**config.mk**
```make
export PLATFORM = sky130hd
export DESIGN_NAME = resp_tx_arb
export DESIGN_NICKNAME = d
export VERILOG_FILES = /design/src/rtl/resp_arb_pkg.sv /design/src/rtl/rr_pick.sv /design/src/rtl/resp_tx_arb.sv
export SDC_FILE = /design/constraint.sdc
export NUM_CORES = 1
export LEC_CHECK = 0
export CAP_MARGIN = 10
export CORE_MARGIN = 3
export CORE_UTILIZATION = 30
export DETAILED_ROUTE_END_ITERATION = 7
export DONT_BUFFER_PORTS = 1
export PLACE_DENSITY_LB_ADDON = 0.25
export SYNTH_ARGS = -nofsm -noshare
export SYNTH_HDL_FRONTEND = slang
export SYNTH_SLANG_ARGS = --single-unit
```
**constraint.sdc**
```tcl
create_clock -name clk -period 4.7 [get_ports clk]
set_clock_uncertainty 0.05 [all_clocks]
set_input_delay 0.705 -clock clk [delete_from_list [all_inputs] [get_ports clk]]
set_output_delay 0.705 -clock clk [all_outputs]
set_load 0.02 [all_outputs]
```
**src/rtl/resp_arb_pkg.sv**
```systemverilog
// Shared types and helpers for the BLE response transmit arbiter.
package resp_arb_pkg;

  typedef enum logic [1:0] {IDLE, LOAD, WAIT, GAP} arb_st_t;

  localparam logic [7:0] RESP_DONE = 8'hA5;
  localparam logic [7:0] RESP_BUSY = 8'h5A;

  // Wide enough for up to 8 requesters.
  localparam int unsigned PTR_W = 3;

  function automatic logic [PTR_W-1:0] ptr_inc(input logic [PTR_W-1:0] ptr, input int unsigned n);
    if (32'(ptr) + 32'd1 >= n) return '0;
    return ptr + 3'd1;
  endfunction

endpackage

```
**src/rtl/rr_pick.sv**
```systemverilog
// Combinational round-robin picker: first pending index at or after rr_ptr, wrapping.
module rr_pick
  import resp_arb_pkg::*;
#(
  parameter int unsigned NREQ = 3
) (
  input  logic [NREQ-1:0]  pend,
  input  logic [PTR_W-1:0] rr_ptr,
  output logic [PTR_W-1:0] gnt_idx,
  output logic             any
);

  logic             hi_any, lo_any;
  logic [PTR_W-1:0] hi_idx, lo_idx;

  // Scan downwards so the lowest index in each half is the last one written.
  always_comb begin
    hi_any = 1'b0;
    lo_any = 1'b0;
    hi_idx = '0;
    lo_idx = '0;
    for (int i = int'(NREQ) - 1; i >= 0; i--) begin
      if (pend[i]) begin
        if (PTR_W'(i) >= rr_ptr) begin
          hi_any = 1'b1;
          hi_idx = PTR_W'(i);
        end else begin
          lo_any = 1'b1;
          lo_idx = PTR_W'(i);
        end
      end
    end
  end

  assign any     = hi_any | lo_any;
  assign gnt_idx = hi_any ? hi_idx : lo_idx;

endmodule

```
**src/rtl/resp_tx_arb.sv**
```systemverilog
// Round-robin sharing of one UART transmitter among NREQ single-byte requesters.
// Optional macro RESP_PRIO0_EN gives requester 0 strict priority.
module resp_tx_arb
  import resp_arb_pkg::*;
#(
  parameter int unsigned NREQ   = 3,
  parameter int unsigned TX_GAP = 2
) (
  input  logic              clk,
  input  logic              rst_n,
  input  logic [NREQ-1:0]   req,
  input  logic [8*NREQ-1:0] req_byte,
  input  logic              tx_done,
  output logic              trmt,
  output logic [7:0]        tx_data,
  output logic [NREQ-1:0]   done,
  output logic              busy,
  output logic [NREQ-1:0]   ovfl,
  input  logic              clr_ovfl
);

  arb_st_t          state_q, state_d;
  logic [NREQ-1:0]  pend_q, pend_d;
  logic [7:0]       byte_q [NREQ];
  logic [7:0]       byte_d [NREQ];
  logic [PTR_W-1:0] rr_ptr_q, rr_ptr_d;
  logic [PTR_W-1:0] gnt_q, gnt_d;
  logic [3:0]       gap_q, gap_d;
  logic             trmt_q, trmt_d;
  logic [7:0]       tx_data_q, tx_data_d;
  logic [NREQ-1:0]  done_q, done_d;
  logic [NREQ-1:0]  ovfl_q, ovfl_d;
  logic [NREQ-1:0]  load_hit;
  logic [PTR_W-1:0] pick_idx, win_idx;
  logic             pick_any;

  rr_pick #(
    .NREQ(NREQ)
  ) u_rr_pick (
    .pend   (pend_q),
    .rr_ptr (rr_ptr_q),
    .gnt_idx(pick_idx),
    .any    (pick_any)
  );

`ifdef RESP_PRIO0_EN
  assign win_idx = pend_q[0] ? '0 : pick_idx;
`else
  assign win_idx = pick_idx;
`endif

  // The slot being drained this cycle may be refilled without counting as an overflow.
  assign load_hit = (state_q == LOAD) ? (NREQ'(1) << gnt_q) : '0;

  always_comb begin
    pend_d = pend_q;
    byte_d = byte_q;
    ovfl_d = clr_ovfl ? '0 : ovfl_q;
    for (int i = 0; i < int'(NREQ); i++) begin
      if (load_hit[i]) pend_d[i] = 1'b0;
      if (req[i]) begin
        if (!pend_q[i] || load_hit[i]) begin
          byte_d[i] = req_byte[8*i +: 8];
          pend_d[i] = 1'b1;
        end else begin
          ovfl_d[i] = 1'b1;
        end
      end
    end
  end

  always_comb begin
    state_d   = state_q;
    gnt_d     = gnt_q;
    gap_d     = gap_q;
    rr_ptr_d  = rr_ptr_q;
    tx_data_d = tx_data_q;
    trmt_d    = 1'b0;
    done_d    = '0;
    case (state_q)
      IDLE: begin
        if (pick_any) begin
          gnt_d   = win_idx;
          state_d = LOAD;
        end
      end
      LOAD: begin
        tx_data_d = byte_q[gnt_q];
        trmt_d    = 1'b1;
`ifdef RESP_PRIO0_EN
        rr_ptr_d  = (gnt_q == '0) ? rr_ptr_q : ptr_inc(gnt_q, NREQ);
`else
        rr_ptr_d  = ptr_inc(gnt_q, NREQ);
`endif
        state_d   = WAIT;
      end
      WAIT: begin
        if (tx_done) begin
          done_d  = NREQ'(1) << gnt_q;
          gap_d   = '0;
          state_d = (TX_GAP == 0) ? IDLE : GAP;
        end
      end
      GAP: begin
        if (32'(gap_q) + 32'd1 >= TX_GAP) state_d = IDLE;
        else gap_d = gap_q + 4'd1;
      end
      default: state_d = IDLE;
    endcase
  end

  always_ff @(posedge clk) begin
    if (!rst_n) begin
      state_q   <= IDLE;
      pend_q    <= '0;
      byte_q    <= '{default: '0};
      rr_ptr_q  <= '0;
      gnt_q     <= '0;
      gap_q     <= '0;
      trmt_q    <= 1'b0;
      tx_data_q <= 8'h00;
      done_q    <= '0;
      ovfl_q    <= '0;
    end else begin
      state_q   <= state_d;
      pend_q    <= pend_d;
      byte_q    <= byte_d;
      rr_ptr_q  <= rr_ptr_d;
      gnt_q     <= gnt_d;
      gap_q     <= gap_d;
      trmt_q    <= trmt_d;
      tx_data_q <= tx_data_d;
      done_q    <= done_d;
      ovfl_q    <= ovfl_d;
    end
  end

  assign trmt    = trmt_q;
  assign tx_data = tx_data_q;
  assign done    = done_q;
  assign busy    = (state_q != IDLE);
  assign ovfl    = ovfl_q;

endmodule

```
# Yosys cells after proc, flatten, opt, wreduce, memory -nomap -nowiden
# Cells that the tools add are included.
# op_classes
add_sub_neg	4
order_cmp	6
eq_ne	7
shift	1
muxes	57
bitwise	2
reduce_logical	16
# op_table
cell	count
two-way mux 3 bit	15
two-way mux 1 bit	30
binary-select mux 8 bit (select 2 bit)	1
two-way mux 8 bit	2
two-way mux 2 bit	5
AND reduction 3 bit	3
two-way mux 4 bit	2
!= test 2 bit, second input constant	4
case mux 2 bit (4 select lines)	1
case mux 4 bit (2 select lines)	1
AND reduction 2 bit	4
>= comparator 1 x 3 -> 1 bit, first input constant	2
adder 4 x 1 -> 5 bit, second input constant	1
>= comparator 5 x 2 -> 1 bit, second input constant	1
adder 3 x 1 -> 4 bit, second input constant	1
adder 4 x 1 -> 4 bit, second input constant	1
== test 2 bit, second input constant	2
>= comparator 4 x 2 -> 1 bit, second input constant	1
>= comparator 4 x 3 -> 1 bit, second input constant	1
NOT 3 -> 4 bit	1
nonzero test 2 bit	2
adder 3 x 1 -> 3 bit, second input constant	1
>= comparator 2 x 3 -> 1 bit, first input constant	1
zero test 1 bit	3
other kinds (5)	7
# totals
register_bits	54
output_inout_bits	16
wordCells	105

# Logic depth before layout (Yosys ltp)
# Gate-level depths: netlist of the first run.
# logic_depth
depth_word	10
depth_mapped	8
mapped_depth_nobuf	6

# Cells and area by module
# A second synthesis of the first run with hierarchy kept.
# hier_totals
cells_unflattened	288
hier_area_um2	2433.6
# by_module_without_submodules
module	instances	cells_each	area_each_um2	seq_area_each_um2
resp_tx_arb	1	278	2354.8	1081.0
rr_pick	1	10	78.8	0.0

# Worst setup path after synthesis of the first run
# Ideal clock, no wire load.
# synth_path
path_type	reg2out
from	reg state_q[0]
to	out busy
arrival_ns	0.821
t_required_ns	3.945
setup_slack_ns	3.124
stages_incl_launch_ff	4
path_buffers	0
path_cell_list	dfxtp_1 -> inv_1 -> ha_1 -> inv_1
# synth_via
elab_chain_cells	1
# synth_lines
item	line	source
start, declared	resp_tx_arb.sv:22	arb_st_t state_q, state_d;
start signal, assigned	resp_tx_arb.sv:125	state_q <= state_d;
nonzero test 2 bit	resp_tx_arb.sv:141	assign busy = (state_q != IDLE);
end, declared	resp_tx_arb.sv:17	output logic busy,
# No other way between the ends.

# Final worst setup path of the first run
# layout_path
from	reg state_q[1]
to	reg byte_q[11] (netlist bit)
# layout_via
elab_chain_cells	4
# layout_lines
item	line	source
== test 2 x 1 -> 1 bit	resp_tx_arb.sv:53	assign load_hit = (state_q == LOAD) ? (NREQ'(1) << gnt_q) : '0;
two-way mux 3 bit	resp_tx_arb.sv:53	
logical OR 1 bit	resp_tx_arb.sv:62	if (!pend_q[i] || load_hit[i]) begin
AND reduction 2 bit (no source line)	--	
end signal, assigned	resp_tx_arb.sv:127	byte_q <= byte_d;
end, declared	resp_tx_arb.sv:24	logic [7:0] byte_q [NREQ];
# No other way between the ends.
# A chain may end at the register's enable or synchronous reset.

==> summary.md, run 1 <==
| Metric | Value |
|---|---|
| Status | completed |
| Htree depth | 2 |
| Gr usage total | between 10 and 15% |
| Fin Setup TNS | 0 ns |
| DR vias | about 1.6k |
| CP Max Fanout | 21 |
| Die ar. | between 0.008 and 0.009 mm² |
| Final hold slack | 0.426 ns |
| EDFF count, synth | 0 |
| Die W | a little over 90 µm |
| TritonCTS clock tree | done |
| Initial antenna violation count | 0 |
| # DRC | 0 |
| Mapped Area | about 0.0023 mm² |
| Hold path startpoint | gap_q[3] |
| Drt total wl | 4980 µm |
| Fill cells | 765 |
| PortBufs | 0 |
| Cell area power density | around 470 mW/mm² |
| Post-CTS resize count | 0 |
| Final hold violations | 0 |
| Synth warnings | 0 |
| Async set-reset flop share out of synthesis | 0% |
| Comb pwr share | roughly 23% |
| Layout Nets | roughly 270 |
| First-pass GRT wire length | between 8000 and 9000 µm |
| Final worst path period share | roughly 50% |
| Most common flop cell mapped by yosys | dfxtp_1 |
| DP HPWL | 3510 µm |
| Post CTS Setup Buffer Count | 0 |
| Slew HR | 45.0% |
| Arr. time, crit path | 2.45 ns |
| Router iterations before antenna repair | 4 |
| Critical Path, Cell by Cell | inv_1 > ha_1 > nand3b_4 > a21boi_2 > mux2i_1 > nor2_1 |
| Clk pin slew, worst setup/hold paths | approximately 0.10 ns |
| Via-per-instance ratio | 4.73 |
| Worst skew pair latency | between 0.3 and 0.4 ns |
| Clock net sink count | 53 |
| Final Wtd Congestion | 0.752 |
| 1st-iter DRT viols | between 60 and 70 |
| Pin count of the biggest net entering global routing | 46 |
| Row cnt | 31 |
| Worst-Margin Slew | approximately 0.83 ns |
| Initial Util | between 30% and 40% |
| Post-Synthesis Cells | around 240 |
| P_int | between 700 and 800 µW |
| CP max-delay cell | ha_1 |
| P_sw | slightly above 400 µW |
| Clock buffer count from CTS | 5 |
| CTS max path bufs | 2 |
| Final setup violating endpoints | 0 |
| Clock power frac | between 20% and 30% |
| Leak pwr | about 0.00099 µW |
| Peak Freq | approximately 430 MHz |
| Critical path launch point type | flip-flop |
| Syn avg cell area | approximately 9.6 µm² |
| Minimum clock period | 2.32 ns |
| CTS root buf | clkbuf_8 |
| Grt ovf | 0 |
| Synth Net Count | between 200 and 300 |
| Ports | 47 |
| Routed wire length per instance | between 10 and 15 µm |
| DRT antenna net count | 0 |
| Vias in the first global route | approximately 1.6k |
| Flops & latches, synth | 53 |
| Core box area | around 0.0073 mm² |
| CP Launch Point | state_q[1] |
| Register area share after synthesis | between 40% and 50% |
| Library cells used by synthesis | 42 |
| Critical Path End Type | flip-flop |
| FF-to-FF Start | state_q[1] |
| P&R area growth vs syn | 5.74% |
| Critical path's largest stage delay | about 0.70 ns |
| Worst vdd ir | 195 µV |
| Max-Cap Viols | 0 |
| Hold Buf Count CTS | 0 |
| Post-Route Utilization | between 30% and 40% |
| Net switching fraction of the power | a little over a third |
| Die Y | around 93 µm |
| Unrepaired setup endpoints after global routing | false |
| Seq pwr share | roughly 54% |
| Critical Path RT | 4.83 ns |
| Crit path kind | reg2reg |
| Max-slew violations | 0 |
| Min-Delay Path Class | reg2reg |
| # diodes | 0 |
| Share of layout cells above drive strength 1 | 8.15% |
-- worst max-delay path: cells and delay by family, from the launching register on --
| family | cells | cell delay [ns] |
|---|---|---|
| AOI/OAI and AO/OA | 1 | 0.54 |
| muxes | 1 | 0.27 |
| DFF | 1 | 0.34 |
| and+or+nand+nor | 2 | 0.20 |
| buffers and inverters | 1 | 0.09 |
| adders and majority gates | 1 | 0.70 |
-- final cells by class --
cell class / count / area (µm²) / share of cell area [%]
Inverter: 11 / 41.3 / 1.71
Clock buffer: 5 / 68.8 / 2.84
Tap cell: 99 / 124 / 5.12
Multi-Input combinational cell: 160 / 1100 / 45.3
Clock inverter: 3 / 21.3 / 0.879
Timing Repair Buffer: 1 / 7.51 / 0.310
Sequential cell: 53 / 1060 / 43.8
-- state kept, by name, indices dropped and copies added, names as in the netlist --
name,count
rr_ptr_q,3
ovfl,3
gap_q,4
pend_q,3
trmt,1
gnt_q,2
tx_data,8
state_q,2
byte_q,24
done,3
-- placed cells by master, fill, tap and decap left out, types with 3 or more instances in the layout --
master,synthesis,routed
a211oi_1,4,4
a21oi_1,8,8
a31oi_1,3,3
and2_1,5,5
clkbuf_8,0,5
dfxtp_1,53,53
ha_1,6,6
inv_1,10,10
mux2i_1,34,34
nand2_1,10,10
nor2_1,48,48
nor3_1,4,4
o21ai_0,6,6
o221ai_1,4,4
-- metal layers --
layer	track usage, %	wire [µm]	share of wire [%]	up-vias
met3	5.15	396	8.0	5
li1	-	-	-	806
met4	3.66	48	0.96	0
met1	14.6	2290	46	728
met5	0	0	0	-
met2	19.7	2240	45	33
-- cells in the mapped netlist, types with 3 or more instances --
cell | n | area (µm²)
o21ai_0 | 6 | 30.0
nor2_1 | 48 | 180
buf_6 | 3 | 33.8
a21oi_1 | 8 | 40.0
ha_1 | 6 | 75.1
mux2i_1 | 34 | 340
buf_4 | 3 | 22.5
a211oi_1 | 4 | 30.0
nor3_1 | 4 | 20.0
o221ai_1 | 4 | 35.0
dfxtp_1 | 53 | 1060
a31oi_1 | 3 | 18.8
clkbuf_1 | 5 | 18.8
and2_1 | 5 | 31.3
inv_1 | 10 | 37.5
nand2_1 | 10 | 37.5
-- per-stage QoR --
stage | power [µW] | cells | instance area [µm²] | setup WS (ns)
floorplan | 848 | 238 | 2290 | 3.12
global placement | 896 | 324 | 2330 | 2.41
detailed placement | 901 | 324 | 2330 | 2.35
CTS | 1160 | 332 | 2420 | 2.35
global route | 1220 | 332 | 2420 | 2.16
finish | 1150 | 332 | 2420 | 2.38
-- power by group through the flow --
stage	combinational, µW	sequential (µW)	clock (µW)
after CTS	269	621	274
after detailed placement	269	631	0
after global routing	305	631	288
final	265	618	263
after floorplan	248	601	0
after global placement	265	631	0
-- cell families after synthesis --
| kind of cell | after synthesis | share of synthesized area [%] |
|---|---|---|
| simple gates | 79 | 16.6 |
| flops | 53 | 46.4 |
| compound gates | 41 | 13.2 |
| mux | 34 | 14.9 |
| buf+inv | 25 | 5.74 |
| fa+ha+maj | 6 | 3.28 |
-- path summary, 6_finish.rpt --
path / end / slack [ns] / cells after the start
worst max register to register: byte_q[11] / 2.38 / 6
worst min-delay path: gap_q[3] / 0.43 / 1
worst min register to register: gap_q[3] / 0.43 / 1
worst max-delay path: byte_q[11] / 2.38 / 6
Note: power is estimated with default switching activity, not from simulation.
==> run 2: changes to the inputs <==
- ABC_AREA: default -> 1
- clock period: 4.7 -> 2.1 ns (I/O delays scaled with it)
==> summary.md, run 2 <==
| Metric | Value |
|---|---|
| Worst vdd ir | ~400 µV |
| EDFF count, synth | 0 |
| Critical path launch point type | flip-flop |
| CP Max Fanout | 9 |
| Unrepaired setup endpoints after global routing | false |
| DRT antenna net count | 0 |
| Worst skew pair latency | ~0.31 ns |
| Via-per-instance ratio | ~4.6 |
| CTS max path bufs | 2 |
| TritonCTS clock tree | done |
| Final Wtd Congestion | around 0.75 |
| Routed wire length per instance | approximately 13 µm |
| Status | completed |
| CP top delay family | buffers and inverters |
| Worst-Margin Slew | 0.504 ns |
| Async set-reset flop share out of synthesis | 0% |
| Row cnt | 30 |
| Post-Synthesis Cells | roughly 300 |
| Final Cell Area | between 0.002 and 0.0025 mm² |
| Vias in the first global route | 1,804 |
| Grt ovf | 0 |
| Slew HR | 66.2% |
| DR vias | 1,813 |
| Synth cell count leaders | 57 x nor2_1, 53 x dfxtp_1, 37 x o21ai_0 |
| Register area share after synthesis | between 40% and 50% |
| Initial Util | between 30 and 40% |
| Share of layout cells above drive strength 1 | under 10% |
| Synth warnings | 0 |
| Most common flop cell mapped by yosys | dfxtp_1 |
| Critical Path End Type | flip-flop |
| CTS root buf | clkbuf_8 |
| Flops & latches, synth | between 50 and 60 |
| Core box area | between 0.007 and 0.008 mm² |
| Largest register FFs | 24 |
| Cell area power density | ~1100 mW/mm² |
| Max-Cap Viols | 0 |
| Post CTS Setup Buffer Count | 0 |
| Router iterations before antenna repair | 4 |
| Commonest non-fill, non-tap cells in the layout | 57 x nor2_1, 53 x dfxtp_1, 37 x o21ai_0 |
| Final setup violating endpoints | 0 |
| Critical Path RT | approximately 2.3 ns |
| First-pass GRT wire length | 8690 µm |
| Hold Buf Count CTS | 0 |
| WHS Path Cells | 2 |
| Die Y | around 90 µm |
| Leak pwr | approximately 0.0010 µW |
| Reg2Reg Depth | 10 |
| Htree depth | 2 |
| DP HPWL | between 3000 and 4000 µm |
| # diodes | 0 |
| Die W | a little over 90 µm |
| Fin Setup TNS | 0 ns |
| Post-CTS resize count | 0 |
| Initial antenna violation count | 0 |
| Library cells used by synthesis | 24 |
| # DRC | 0 |
| Arr. time, crit path | about 1.8 ns |
| Critical path's largest stage delay | roughly 0.4 ns |
| Final worst path period share | between 70% and 80% |
| Top-area cell type share of the netlist area | between 40% and 50% |
| Drt total wl | between 5000 and 6000 µm |
| 1st-iter DRT viols | approximately 120 |
| Post-DP Area | 0.00236 mm² |
| Pin count of the biggest net entering global routing | 35 |
| Ports | 47 |
| Clock buffer count from CTS | 5 |
| Worst Path Buf+Inv | 4 |
| Synth Net Count | 335 |
| Fill cells | roughly 770 |
| Most common cell after layout, fill and taps aside | nor2_1 |
| Layout Nets | 338 |
| Gr usage total | 12.7% |
| Crit path kind | reg2reg |
| Largest register by flop count | byte_q |
| Cell count along the critical path | 10 |
| Final hold violations | 0 |
| Max-slew violations | 0 |
| Die ar. | roughly 0.0086 mm² |
| Most common cell in the netlist | nor2_1 |
| PortBufs | 0 |
| Final Power | 2770 µW |
| Critical Path, Cell by Cell | inv_1 > ha_1 > inv_1 > nor2_4 > inv_2 > nand2_2 > nand2_4 > clkinv_4 > nor2_1 > nor2_1 |
| CP max-delay cell | dfxtp_1 |
| Peak Freq | ~620 MHz |
| Top cells by area, synth | dfxtp_1 47%, nor2_1 9.5%, o21ai_0 8.2%, nand2_1 5.8%, inv_1 4.8% |
| Min-Delay Path Class | in2reg |
| P&R area growth vs syn | 9.80% |
| Mapped Area | 0.00225 mm² |
| Post-Route Utilization | between 30% and 40% |
| Clk pin slew, worst setup/hold paths | around 0.10 ns |
| Clock net sink count | 53 |
| Syn avg cell area | approximately 7.5 µm² |
| Synth area leader | dfxtp_1 |
| Minimum clock period | between 1.5 and 2 ns |
[run 2: cell types whose count changed after synthesis, sizes merged, moves of 7 or more]
cell,before,now
mux2i,34,0
buf,7,0
o21ai,9,38
nor2,48,61
nand3,1,15
nand2,10,41
a21oi,8,18
inv,11,35
[run 2: worst register-to-register path, cell delays in order, from the launching register on]
cell,delay [ns]
dfxtp_1,0.40
inv_1,0.08
ha_1,0.21
inv_1,0.19
nor2_4,0.08
inv_2,0.08
nand2_2,0.07
nand2_4,0.12
clkinv_4,0.10
nor2_1,0.09
nor2_1,0.05
[run 2: cells by family (layout without fill, tap and decap cells)]
| group | after synthesis | count (layout) | synth area share [%] |
|---|---|---|---|
| DFF | 53 | 53 | 47.2 |
| and+or+nand+nor | 129 | 129 | 25.9 |
| AOI/OAI and AO/OA | 67 | 67 | 16.1 |
| adders and majority gates | 6 | 6 | 3.34 |
| buffers and inverters | 43 | 46 | 7.40 |
[run 2: layer usage]
| layer | vias to the layer above | track usage (%) | routed length, µm |
|---|---|---|---|
| met5 | - | 0 | 0 |
| met4 | 0 | 5.32 | 145 |
| met3 | 12 | 4.39 | 391 |
| met2 | 48 | 19.3 | 2090 |
| met1 | 773 | 16.4 | 2400 |
| li1 | 980 | - | - |
[run 2: where the power goes]
| group | switching, µW | internal, µW |
|---|---|---|
| sequential | 184 | 1160 |
| combinational | 484 | 251 |
| clock | 340 | 353 |
| total | 1010 | 1760 |
[run 2: worst paths after layout]
check                                   to  slack, ns        from
worst max-delay path            byte_q[17]       0.48  state_q[1]
worst min-delay path                  trmt       0.06       rst_n
worst max register to register  byte_q[17]       0.48  state_q[1]
worst min register to register   byte_q[7]       0.41   byte_q[7]
[run 2: through the flow]
step	std cells	hold WS, ns	worst slack [ns]
after CTS	397	0.0498	0.472
final	397	0.0575	0.480
after floorplan	298	0.381	0.644
after detailed placement	390	0.379	0.481
after global routing	397	0.0449	0.335
after global placement	390	0.375	0.539
[run 2: area by class of cell]
class                           instances  area (µm²)  share of cell area (%)
Clock buffer                            5        68.8                    2.79
Clock inverter                          2        38.8                    1.57
Inverter                               37         144                    5.83
Multi-Input combinational cell        202        1020                    41.3
Sequential cell                        53        1060                    43.0
Tap cell                               96         120                    4.87
Timing Repair Buffer                    2        15.0                   0.609
